$ cat config.mk
export PLATFORM = sky130hd
export DESIGN_NAME = framebuffer_scanout
export DESIGN_NICKNAME = d
export VERILOG_FILES = /design/src/rtl/video_timing_pkg.sv /design/src/rtl/video_timing_gen.sv /design/src/rtl/framebuffer_scanout.sv
export SDC_FILE = /design/constraint.sdc
export NUM_CORES = 1
export LEC_CHECK = 0
export CORE_MARGIN = 2
export CORE_UTILIZATION = 49
export CTS_BUF_LIST = sky130_fd_sc_hd__clkbuf_8
export CTS_CLUSTER_SIZE = 20
export DETAILED_ROUTE_END_ITERATION = 8
export PLACE_DENSITY = 0.71
export SLEW_MARGIN = 20
export SYNTH_ARGS = -nofsm -noshare
export SYNTH_HDL_FRONTEND = slang
export SYNTH_HIERARCHICAL = 1
export SYNTH_SLANG_ARGS = --single-unit
$ cat constraint.sdc
create_clock -name clk -period 3.33 [get_ports clk]
set_clock_uncertainty 0.15 [all_clocks]
set_input_delay 0.666 -clock clk [delete_from_list [all_inputs] [get_ports clk]]
set_output_delay 0.666 -clock clk [all_outputs]
set_load 0.01 [all_outputs]
$ cat src/rtl/video_timing_pkg.sv
// Shared 640x480@60 raster constants, RGB333 layout and the scanout control bundle.
package video_timing_pkg;
  localparam int H_ACTIVE = 640;
  localparam int H_FP     = 16;
  localparam int H_SYNC   = 96;
  localparam int H_BP     = 48;
  localparam int H_TOTAL  = H_ACTIVE + H_FP + H_SYNC + H_BP;
  localparam int V_ACTIVE = 480;
  localparam int V_FP     = 10;
  localparam int V_SYNC   = 2;
  localparam int V_BP     = 33;
  localparam int V_TOTAL  = V_ACTIVE + V_FP + V_SYNC + V_BP;

  localparam int RGB_CH_W = 3;
  localparam int R_LSB    = 6;
  localparam int G_LSB    = 3;
  localparam int B_LSB    = 0;

  localparam logic SYNC_POL_DEF = 1'b0;

  // Control signals that travel alongside the pixel data to the pins.
  typedef struct packed {
    logic de;
    logic hsync;
    logic vsync;
    logic frameStart;
    logic blank;
  } vidCtl_t;

  function automatic int cntW(input int n);
    return (n > 1) ? $clog2(n) : 1;
  endfunction
endpackage

$ cat src/rtl/video_timing_gen.sv
// Raster counters and region decode: active, raw (active-high) syncs, line/frame ends.
module video_timing_gen
  import video_timing_pkg::*;
#(
  parameter int H_ACTIVE = video_timing_pkg::H_ACTIVE,
  parameter int H_FP     = video_timing_pkg::H_FP,
  parameter int H_SYNC   = video_timing_pkg::H_SYNC,
  parameter int H_BP     = video_timing_pkg::H_BP,
  parameter int V_ACTIVE = video_timing_pkg::V_ACTIVE,
  parameter int V_FP     = video_timing_pkg::V_FP,
  parameter int V_SYNC   = video_timing_pkg::V_SYNC,
  parameter int V_BP     = video_timing_pkg::V_BP
) (
  input  logic clk,
  input  logic resetN,
  output logic active,
  output logic vActive,
  output logic hsyncRaw,
  output logic vsyncRaw,
  output logic lineEnd,
  output logic frameEnd,
  output logic vblankStart
);
  localparam int HT = H_ACTIVE + H_FP + H_SYNC + H_BP;
  localparam int VT = V_ACTIVE + V_FP + V_SYNC + V_BP;
  localparam int HW = cntW(HT + 1);
  localparam int VW = cntW(VT + 1);

  localparam logic [HW-1:0] H_LAST = HW'(HT - 1);
  localparam logic [HW-1:0] H_ACT  = HW'(H_ACTIVE);
  localparam logic [HW-1:0] HS_BEG = HW'(H_ACTIVE + H_FP);
  localparam logic [HW-1:0] HS_END = HW'(H_ACTIVE + H_FP + H_SYNC);
  localparam logic [VW-1:0] V_LAST = VW'(VT - 1);
  localparam logic [VW-1:0] V_ACT  = VW'(V_ACTIVE);
  localparam logic [VW-1:0] VS_BEG = VW'(V_ACTIVE + V_FP);
  localparam logic [VW-1:0] VS_END = VW'(V_ACTIVE + V_FP + V_SYNC);

  logic [HW-1:0] hCount;
  logic [VW-1:0] vCount;

  always_ff @(posedge clk or negedge resetN) begin
    if (!resetN) begin
      hCount <= '0;
      vCount <= '0;
    end else if (lineEnd) begin
      hCount <= '0;
      vCount <= frameEnd ? '0 : vCount + 1'b1;
    end else begin
      hCount <= hCount + 1'b1;
    end
  end

  assign lineEnd     = (hCount == H_LAST);
  assign frameEnd    = lineEnd && (vCount == V_LAST);
  assign vActive     = (vCount < V_ACT);
  assign active      = vActive && (hCount < H_ACT);
  assign hsyncRaw    = (hCount >= HS_BEG) && (hCount < HS_END);
  assign vsyncRaw    = (vCount >= VS_BEG) && (vCount < VS_END);
  assign vblankStart = (vCount == V_ACT) && (hCount == '0);
endmodule

$ cat src/rtl/framebuffer_scanout.sv
// Scanout: pixel-replicated framebuffer walk with a 2-clk aligned pixel/sync pipeline.
module framebuffer_scanout
  import video_timing_pkg::*;
#(
  parameter int   WIDTH    = 9,
  parameter int   DEPTH    = 2048,
  parameter int   FB_W     = 64,
  parameter int   FB_H     = 32,
  parameter int   HSCALE   = 10,
  parameter int   VSCALE   = 15,
  parameter int   H_FP     = video_timing_pkg::H_FP,
  parameter int   H_SYNC   = video_timing_pkg::H_SYNC,
  parameter int   H_BP     = video_timing_pkg::H_BP,
  parameter int   V_FP     = video_timing_pkg::V_FP,
  parameter int   V_SYNC   = video_timing_pkg::V_SYNC,
  parameter int   V_BP     = video_timing_pkg::V_BP,
  parameter logic SYNC_POL = SYNC_POL_DEF,
  localparam int  AW       = $clog2(DEPTH)
) (
  input  logic             clk,
  input  logic             resetN,
  input  logic             blank,
  output logic [AW-1:0]    fbAddress,
  input  logic [WIDTH-1:0] fbData,
  output logic [WIDTH-1:0] rgb,
  output logic             hsync,
  output logic             vsync,
  output logic             de,
  output logic             frameStart
);
  localparam int HSW = cntW(HSCALE);
  localparam int VSW = cntW(VSCALE);
  localparam logic [HSW-1:0] HS_LAST   = HSW'(HSCALE - 1);
  localparam logic [VSW-1:0] VS_LAST   = VSW'(VSCALE - 1);
  localparam logic [AW-1:0]  FB_STRIDE = AW'(FB_W);
  localparam vidCtl_t CTL_IDLE = '{de: 1'b0, hsync: ~SYNC_POL, vsync: ~SYNC_POL,
                                   frameStart: 1'b0, blank: 1'b0};

  logic active, vActive, hsyncRaw, vsyncRaw, lineEnd, frameEnd, vblankStart;

  video_timing_gen #(
    .H_ACTIVE(FB_W * HSCALE), .H_FP(H_FP), .H_SYNC(H_SYNC), .H_BP(H_BP),
    .V_ACTIVE(FB_H * VSCALE), .V_FP(V_FP), .V_SYNC(V_SYNC), .V_BP(V_BP)
  ) uTiming (
    .clk(clk), .resetN(resetN), .active(active), .vActive(vActive),
    .hsyncRaw(hsyncRaw), .vsyncRaw(vsyncRaw), .lineEnd(lineEnd),
    .frameEnd(frameEnd), .vblankStart(vblankStart)
  );

  logic [HSW-1:0] hSub;
  logic [VSW-1:0] vSub;
  logic [AW-1:0]  col, lineBase;

  // col runs one past the last pixel at line end; it is only consumed while active.
  always_ff @(posedge clk or negedge resetN) begin
    if (!resetN) begin
      hSub <= '0;
      col  <= '0;
    end else if (lineEnd) begin
      hSub <= '0;
      col  <= '0;
    end else if (active) begin
      if (hSub == HS_LAST) begin
        hSub <= '0;
        col  <= col + 1'b1;
      end else begin
        hSub <= hSub + 1'b1;
      end
    end
  end

  always_ff @(posedge clk or negedge resetN) begin
    if (!resetN) begin
      vSub     <= '0;
      lineBase <= '0;
    end else if (frameEnd) begin
      vSub     <= '0;
      lineBase <= '0;
    end else if (lineEnd && vActive) begin
      if (vSub == VS_LAST) begin
        vSub     <= '0;
        lineBase <= lineBase + FB_STRIDE;
      end else begin
        vSub <= vSub + 1'b1;
      end
    end
  end

  always_ff @(posedge clk or negedge resetN) begin
    if (!resetN)     fbAddress <= '0;
    else if (active) fbAddress <= lineBase + col;
  end

  vidCtl_t ctlIn;
  vidCtl_t ctlPipe [2:1];

  assign ctlIn = '{de: active, hsync: hsyncRaw ? SYNC_POL : ~SYNC_POL,
                   vsync: vsyncRaw ? SYNC_POL : ~SYNC_POL,
                   frameStart: vblankStart, blank: blank};

  // Two stages match the address register plus the framebuffer's read register.
  always_ff @(posedge clk or negedge resetN) begin
    if (!resetN) begin
      ctlPipe[1] <= CTL_IDLE;
      ctlPipe[2] <= CTL_IDLE;
    end else begin
      ctlPipe[1] <= ctlIn;
      ctlPipe[2] <= ctlPipe[1];
    end
  end

  assign de         = ctlPipe[2].de;
  assign hsync      = ctlPipe[2].hsync;
  assign vsync      = ctlPipe[2].vsync;
  assign frameStart = ctlPipe[2].frameStart;
  assign rgb        = (ctlPipe[2].de && !ctlPipe[2].blank) ? fbData : '0;
endmodule
==> flow_summary.yaml, run 1 <==
synthesis:
  netlist_area_mm2: 0.00323
  synth.most_common_cell: "dfrtp_1"
  ys_seq_area_share_pct: 50.5
  synthCells: 310
  syn_area_per_cell_um2: 10.4
  synthArstFlopShare_pct: 100
  synth-seq-cells: 65
  synth.area.top_cells: "dfrtp_1 (47%), ha_1 (5.4%), xor2_1 (4.3%), and2_1 (3.5%), nor2_1 (3.4%)"
  synthTopCellsByCount: "dfrtp_1 (61), nor2_1 (29), and2_1 (18), xor2_1 (16), a21oi_1 (15)"
  ys.warnings.count: 6
  synth_top_cell_area_share_pct: 47.3
  synth_nets: 336
  synth_ff_type: "dfrtp_1"
  yosys.area.top_type: "dfrtp_1"
  synth-edff-count: 0
  yosysUniqueCellTypes: 49
setup_path:
  end_kind: "flip-flop"
  cp_max_fo: 25
  worstSetupPathType: "flip-flop to flip-flop"
  crit_path_start_kind: "flip-flop"
  critPathRequiredTime_ps: 3450
  cp_data_arrival_time_ps: 2760
clocking:
  hold_buffers: 0
  cts_setup_buffers: 0
  cts_tree: "built"
  clkLatencyLatePin_ps: 340
  post_cts_resize_count: 0
  h-tree-depth: 3
  cts-root-buf: "clkbuf_8"
  cts_buffers: 9
  cts_max_path_buffers: 2
  path_clk_slew_ps: 70
  cts.sinks: 65
place:
  post_dp_cell_area_mm2: 0.00365
  place_congestion: 0.859
  port_buffers: 35
  dp_hpwl_um: 4230
floorplanning:
  die_x_um: 85.2
  die_area_mm2: 0.00726
  die_h_um: 85.2
  start_util_pct: 50.9
  ioPinCount: 36
  core_mm2: 0.00635
  num_rows: 29
global_route:
  antenna_found_initial: 0
  gr-total-overflow: 0
  grt_max_degree: 36
  grt_pass1_wl_um: 10500
  grt_pass1_vias: 2288
  track_usage_pct: 18.6
sta:
  finalSetupViolations: 0
  finalHoldViolations: 0
  timing.fmax_ghz: 0.378
  slew_headroom_pct: 53.9
  fin_crit_ps: 2650
  rsz0062_at_grt: "false"
  worst_pin_slew_ps: 691
  final-max-slew-violation-count: 0
  period_share_pct: 79.5
  fin_setup_tns_ps: 0
drt:
  detail-route-antenna-nets: 0
  drc_errors: 0
  firstDrtPassIters: 4
  wirelength_um: 6060
  dr_total_vias: 2338
  dr.first_iter.drc_count: 103
  viasPerCell: 5.44
  wl_per_cell_um: 14.1
finish:
  fin_nets: 374
  stdcell_area_mm2: 0.00384
  antenna_cells: 0
  area_growth_pct: 19.0
  drive_above_1_share_pct: 11.3
power:
  p_clk_share_pct: 42.7
  switchingPower_uw: 304
  power.density_mw_per_mm2: 381
  cellLeakagePower_nw: 1.75
  p_comb_share_pct: 3.3
  seq_power_share_pct: 54.0
  internal_power_mw: 1.16
  swShare_pct: 20.7
  ir_drop_uv: 281
status:
  status: "completed"
job:
  maxCapViolations: 0
hold_path:
  hold_class: "flip-flop to flip-flop"
final cells by class:
class | count | area (um^2)
fill | 555 | 2510
sequential | 65 | 1630
multi-input combinational | 218 | 1480
timing repair buffer | 39 | 388
clock buffer | 13 | 179
tap | 77 | 96.3
inverter | 15 | 56.3
clock inverter | 3 | 13.8
through the flow:
step / power [mW] / utilization (%) / worst slack [ps] / cells / hold slack [ps]
floorplan: 0.814 / - / 1000 / 310 / 181
global placement: 0.855 / 57.5 / 758 / 414 / 184
detailed placement: 0.856 / 57.5 / 723 / 414 / 187
CTS: 1.50 / 60.5 / 704 / 430 / 196
global route: 1.54 / 60.5 / 550 / 430 / 197
finish: 1.47 / 60.5 / 684 / 430 / 191
kinds of logic after synthesis:
family,count (synthesis),share of synthesized area (%)
AO/OA/AOI/OAI,41,7.63
XOR/XNOR,28,7.59
adder cells (fa/ha/maj),14,5.42
buffers and inverters,27,3.72
flip-flops,65,50.5
multiplexers,11,3.76
AND/OR/NAND/NOR,124,21.4
state kept, by name (all words and copies together) (netlist names):
| signal | flops |
|---|---|
| hsync | 1 |
| de | 1 |
| ctlPipe | 6 |
| uTiming/hCount | 10 |
| lineBase | 5 |
| vsync | 1 |
| frameStart | 1 |
| uTiming/vCount | 10 |
| vSub | 4 |
| fbAddress | 11 |
| hSub | 4 |
| col | 11 |
cells in the final DEF, fill, tap and decap left out, types with 3 or more instances in the layout:
cell / count
nand3_1: 14
xnor2_1: 12
a21oi_1: 15
nor3_1: 13
and3_1: 5
nand2_1: 14
dfstp_2: 4
a21o_1: 3
nand4_1: 6
nor4_1: 3
o211ai_1: 3
clkdlybuf4s50_1: 34
ha_1: 14
xor2_1: 16
o21ai_0: 10
dfrtp_1: 61
inv_1: 15
clkbuf_8: 13
and2_1: 18
or3_1: 5
buf_4: 3
nor2_1: 29
mux2_2: 9
worst max-delay path: stages (launching register included):
cell	delay, ps
dfrtp_1	410
ha_1	250
and4_2	300
nand4_2	230
clkinv_1	250
buf_4	320
o21ai_2	140
or3_1	360
a21oi_1	150
worst paths after layout:
check                      slack (ps)                 to               from  depth (start not counted)
max in group asynchronous        2200       fbAddress[5]             resetN                          2
hold / removal                    190                 de         ctlPipe[4]                          0
hold reg to reg                   190                 de         ctlPipe[4]                          0
setup / recovery                  680             col[9]  uTiming/hCount[0]                          8
min in group asynchronous         220  uTiming/hCount[2]             resetN                          1
setup reg to reg                  680             col[9]  uTiming/hCount[0]                          8
per-layer routing:
metal	up-vias	global-route usage [%]	wire (um)
li1	1157	-	-
met1	1144	23.1	2750
met3	11	5.64	202
met5	-	0	0
met4	0	7.79	109
met2	26	30.2	2990
power by group through the flow:
stage / clock, mW / sequential (mW) / combinational, mW
final: 0.627 / 0.791 / 0.0481
after global placement: 0 / 0.806 / 0.0492
after floorplan: 0 / 0.806 / 0.00803
after CTS: 0.654 / 0.791 / 0.0504
after detailed placement: 0 / 0.806 / 0.0504
after global routing: 0.692 / 0.791 / 0.0544
(Power assumes the default switching activity.)
==> run 2, diff against run 1 <==
--- a/config.mk
+++ b/config.mk
@@ -10,7 +10,7 @@
 export CTS_BUF_LIST = sky130_fd_sc_hd__clkbuf_8
 export CTS_CLUSTER_SIZE = 20
 export DETAILED_ROUTE_END_ITERATION = 8
-export PLACE_DENSITY = 0.71
+export PLACE_DENSITY = 0.74
 export SLEW_MARGIN = 20
 export SYNTH_ARGS = -nofsm -noshare
 export SYNTH_HDL_FRONTEND = slang
==> constraint.sdc (replaced) <==
create_clock -name clk -period 2.2 [get_ports clk]
set_clock_uncertainty 0.15 [all_clocks]
set_input_delay 0.44 -clock clk [delete_from_list [all_inputs] [get_ports clk]]
set_output_delay 0.44 -clock clk [all_outputs]
set_load 0.01 [all_outputs]
==> flow_summary.yaml, run 2 (same netlist as run 1, synthesis figures left out) <==
global_route:
  track_usage_pct: 19.1
  grt_pass1_wl_um: 10900
  antenna_found_initial: 0
  gr-total-overflow: 0
  grt_pass1_vias: 2428
  grt_max_degree: 66
setup_path:
  cp_data_arrival_time_ps: 2310
  crit_path_start_kind: "flip-flop"
  cp_max_fo: 5
  crit_end: "uTiming/vCount[9]"
  startpoint: "uTiming/vCount[1]"
  critPathRequiredTime_ps: 2280
  r2r_end: "uTiming/vCount[9]"
  rrSetupSlack_ps: -30
  worstSetupPathType: "flip-flop to flip-flop"
  ff2ff_path_depth: 7
  rr_startpoint: "uTiming/vCount[1]"
  end_kind: "flip-flop"
sta:
  slew_headroom_pct: 65.0
  fin_crit_ps: 2230
  timing.fmax_ghz: 0.448
  period_share_pct: 102
  final-max-slew-violation-count: 0
  rsz0062_at_grt: "true"
  finalSetupViolations: 11
  finalHoldViolations: 0
  worst_pin_slew_ps: 520
  layout_setup_ws_ps: -33.5
  fin_setup_tns_ps: -280
clocking:
  h-tree-depth: 3
  cts_buffers: 9
  cts_max_path_buffers: 2
  clkLatencyLatePin_ps: 340
  cts_tree: "built"
  cts.sinks: 65
  cts-root-buf: "clkbuf_8"
  path_clk_slew_ps: 60
floorplanning:
  ioPinCount: 36
  start_util_pct: 50.9
  die_area_mm2: 0.00726
  num_rows: 29
  core_mm2: 0.00635
  die_h_um: 85.2
  die_x_um: 85.2
place:
  post_dp_cell_area_mm2: 0.00376
  place_inst: 428
  post-place-ws_ps: -0.238
  place_congestion: 0.830
  port_buffers: 35
  dp_hpwl_um: 4170
finish:
  stdcell_count: 455
  fillers: 490
  area_growth_pct: 28.5
  fin_nets: 399
  antenna_cells: 0
  layout_commonest_cell: "dfrtp_1"
  layout_common_cells: "dfrtp_1 (61), clkdlybuf4s50_1 (28), nor2_1 (24)"
  reg_top3: "col (11), fbAddress (11)"
  drive_above_1_share_pct: 20.4
  stdcell_area_mm2: 0.00415
status:
  status: "complete, but fails checks"
  violations: "negative setup slack"
power:
  cellLeakagePower_nw: 1.99
  ir_drop_uv: 463
  power.density_mw_per_mm2: 571
hold_path:
  hold_class: "flip-flop to flip-flop"
drt:
  firstDrtPassIters: 4
  wirelength_um: 6430
  drc_errors: 0
  viasPerCell: 5.31
  dr_total_vias: 2416
  detail-route-antenna-nets: 0
  wl_per_cell_um: 14.1
  dr.first_iter.drc_count: 118
job:
  maxCapViolations: 0
[run 2: changes by cell type in the layout (fill, tap and decap cells not counted), moves of 2 or more]
cell,change
nor2b_4,+2
nor2_1,-5
buf_6,+3
dlymetal6s2s_1,+6
buf_4,+20
nor2_2,+4
inv_2,+2
inv_1,-2
clkdlybuf4s50_1,-6
[run 2: power by group]
group / internal [mW] / total (mW) / switching, mW
logic: 0.0401 / 0.0767 / 0.0366
registers: 1.20 / 1.20 / 0.00118
clock network: 0.674 / 1.10 / 0.421
[run 2: how the worst min path moves through the flow]
stage | start | cells past startpoint | slack, ps | endpoint
finish | ctlPipe[4] | 0 | 200 | de
global placement | ctlPipe[1] | 0 | 180 | frameStart
global route | ctlPipe[4] | 0 | 210 | de
detailed placement | ctlPipe[4] | 0 | 190 | de
floorplan | resetN | 0 | -6 | col[0]
CTS | ctlPipe[1] | 0 | 200 | frameStart
[run 2: final cells by class]
cell class / instances / area (um^2) / share of cell area (%)
Clock buffer: 14 / 193 / 4.64
Clock inverter: 2 / 33.8 / 0.814
Inverter: 15 / 57.6 / 1.39
Multi-Input combinational cell: 219 / 1540 / 37.1
Sequential cell: 65 / 1630 / 39.3
Tap cell: 77 / 96.3 / 2.32
Timing Repair Buffer: 63 / 597 / 14.4
[run 2: layer usage]
layer	global-route usage (%)	wire length, um
met5	0	0
met3	5.25	190
met4	7.65	131
met1	23.4	2840
met2	32.0	3270
[run 2: worst max-delay path, stage by stage, from the launching register on]
cell,delay [ps]
dfrtp_1,400
inv_2,90
ha_4,130
or4b_4,460
or4_4,540
nor2_4,160
buf_6,130
nor4_1,50
[run 2: through the flow]
step                      power [mW]  hold slack, ps  util (%)
after global routing            2.46             208      65.4
after detailed placement        1.29             186      59.3
final                           2.37             197      65.4
after global placement          1.29             183      59.3
after CTS                       2.40             202      63.5
after floorplan                 1.23           -5.59         -
[run 2: what timing repair did]
| item | in CTS | in global routing |
|---|---|---|
| buffers inserted | 0 | 8 |
| hold buffers | 1 | 0 |
| gates cloned | 1 | 1 |
| hold endpoints to repair | 61 | 0 |
| endpoints found under the setup margin | 20 | 25 |
| gates resized for setup | 9 | 15 |
| pin swaps | 1 | 8 |
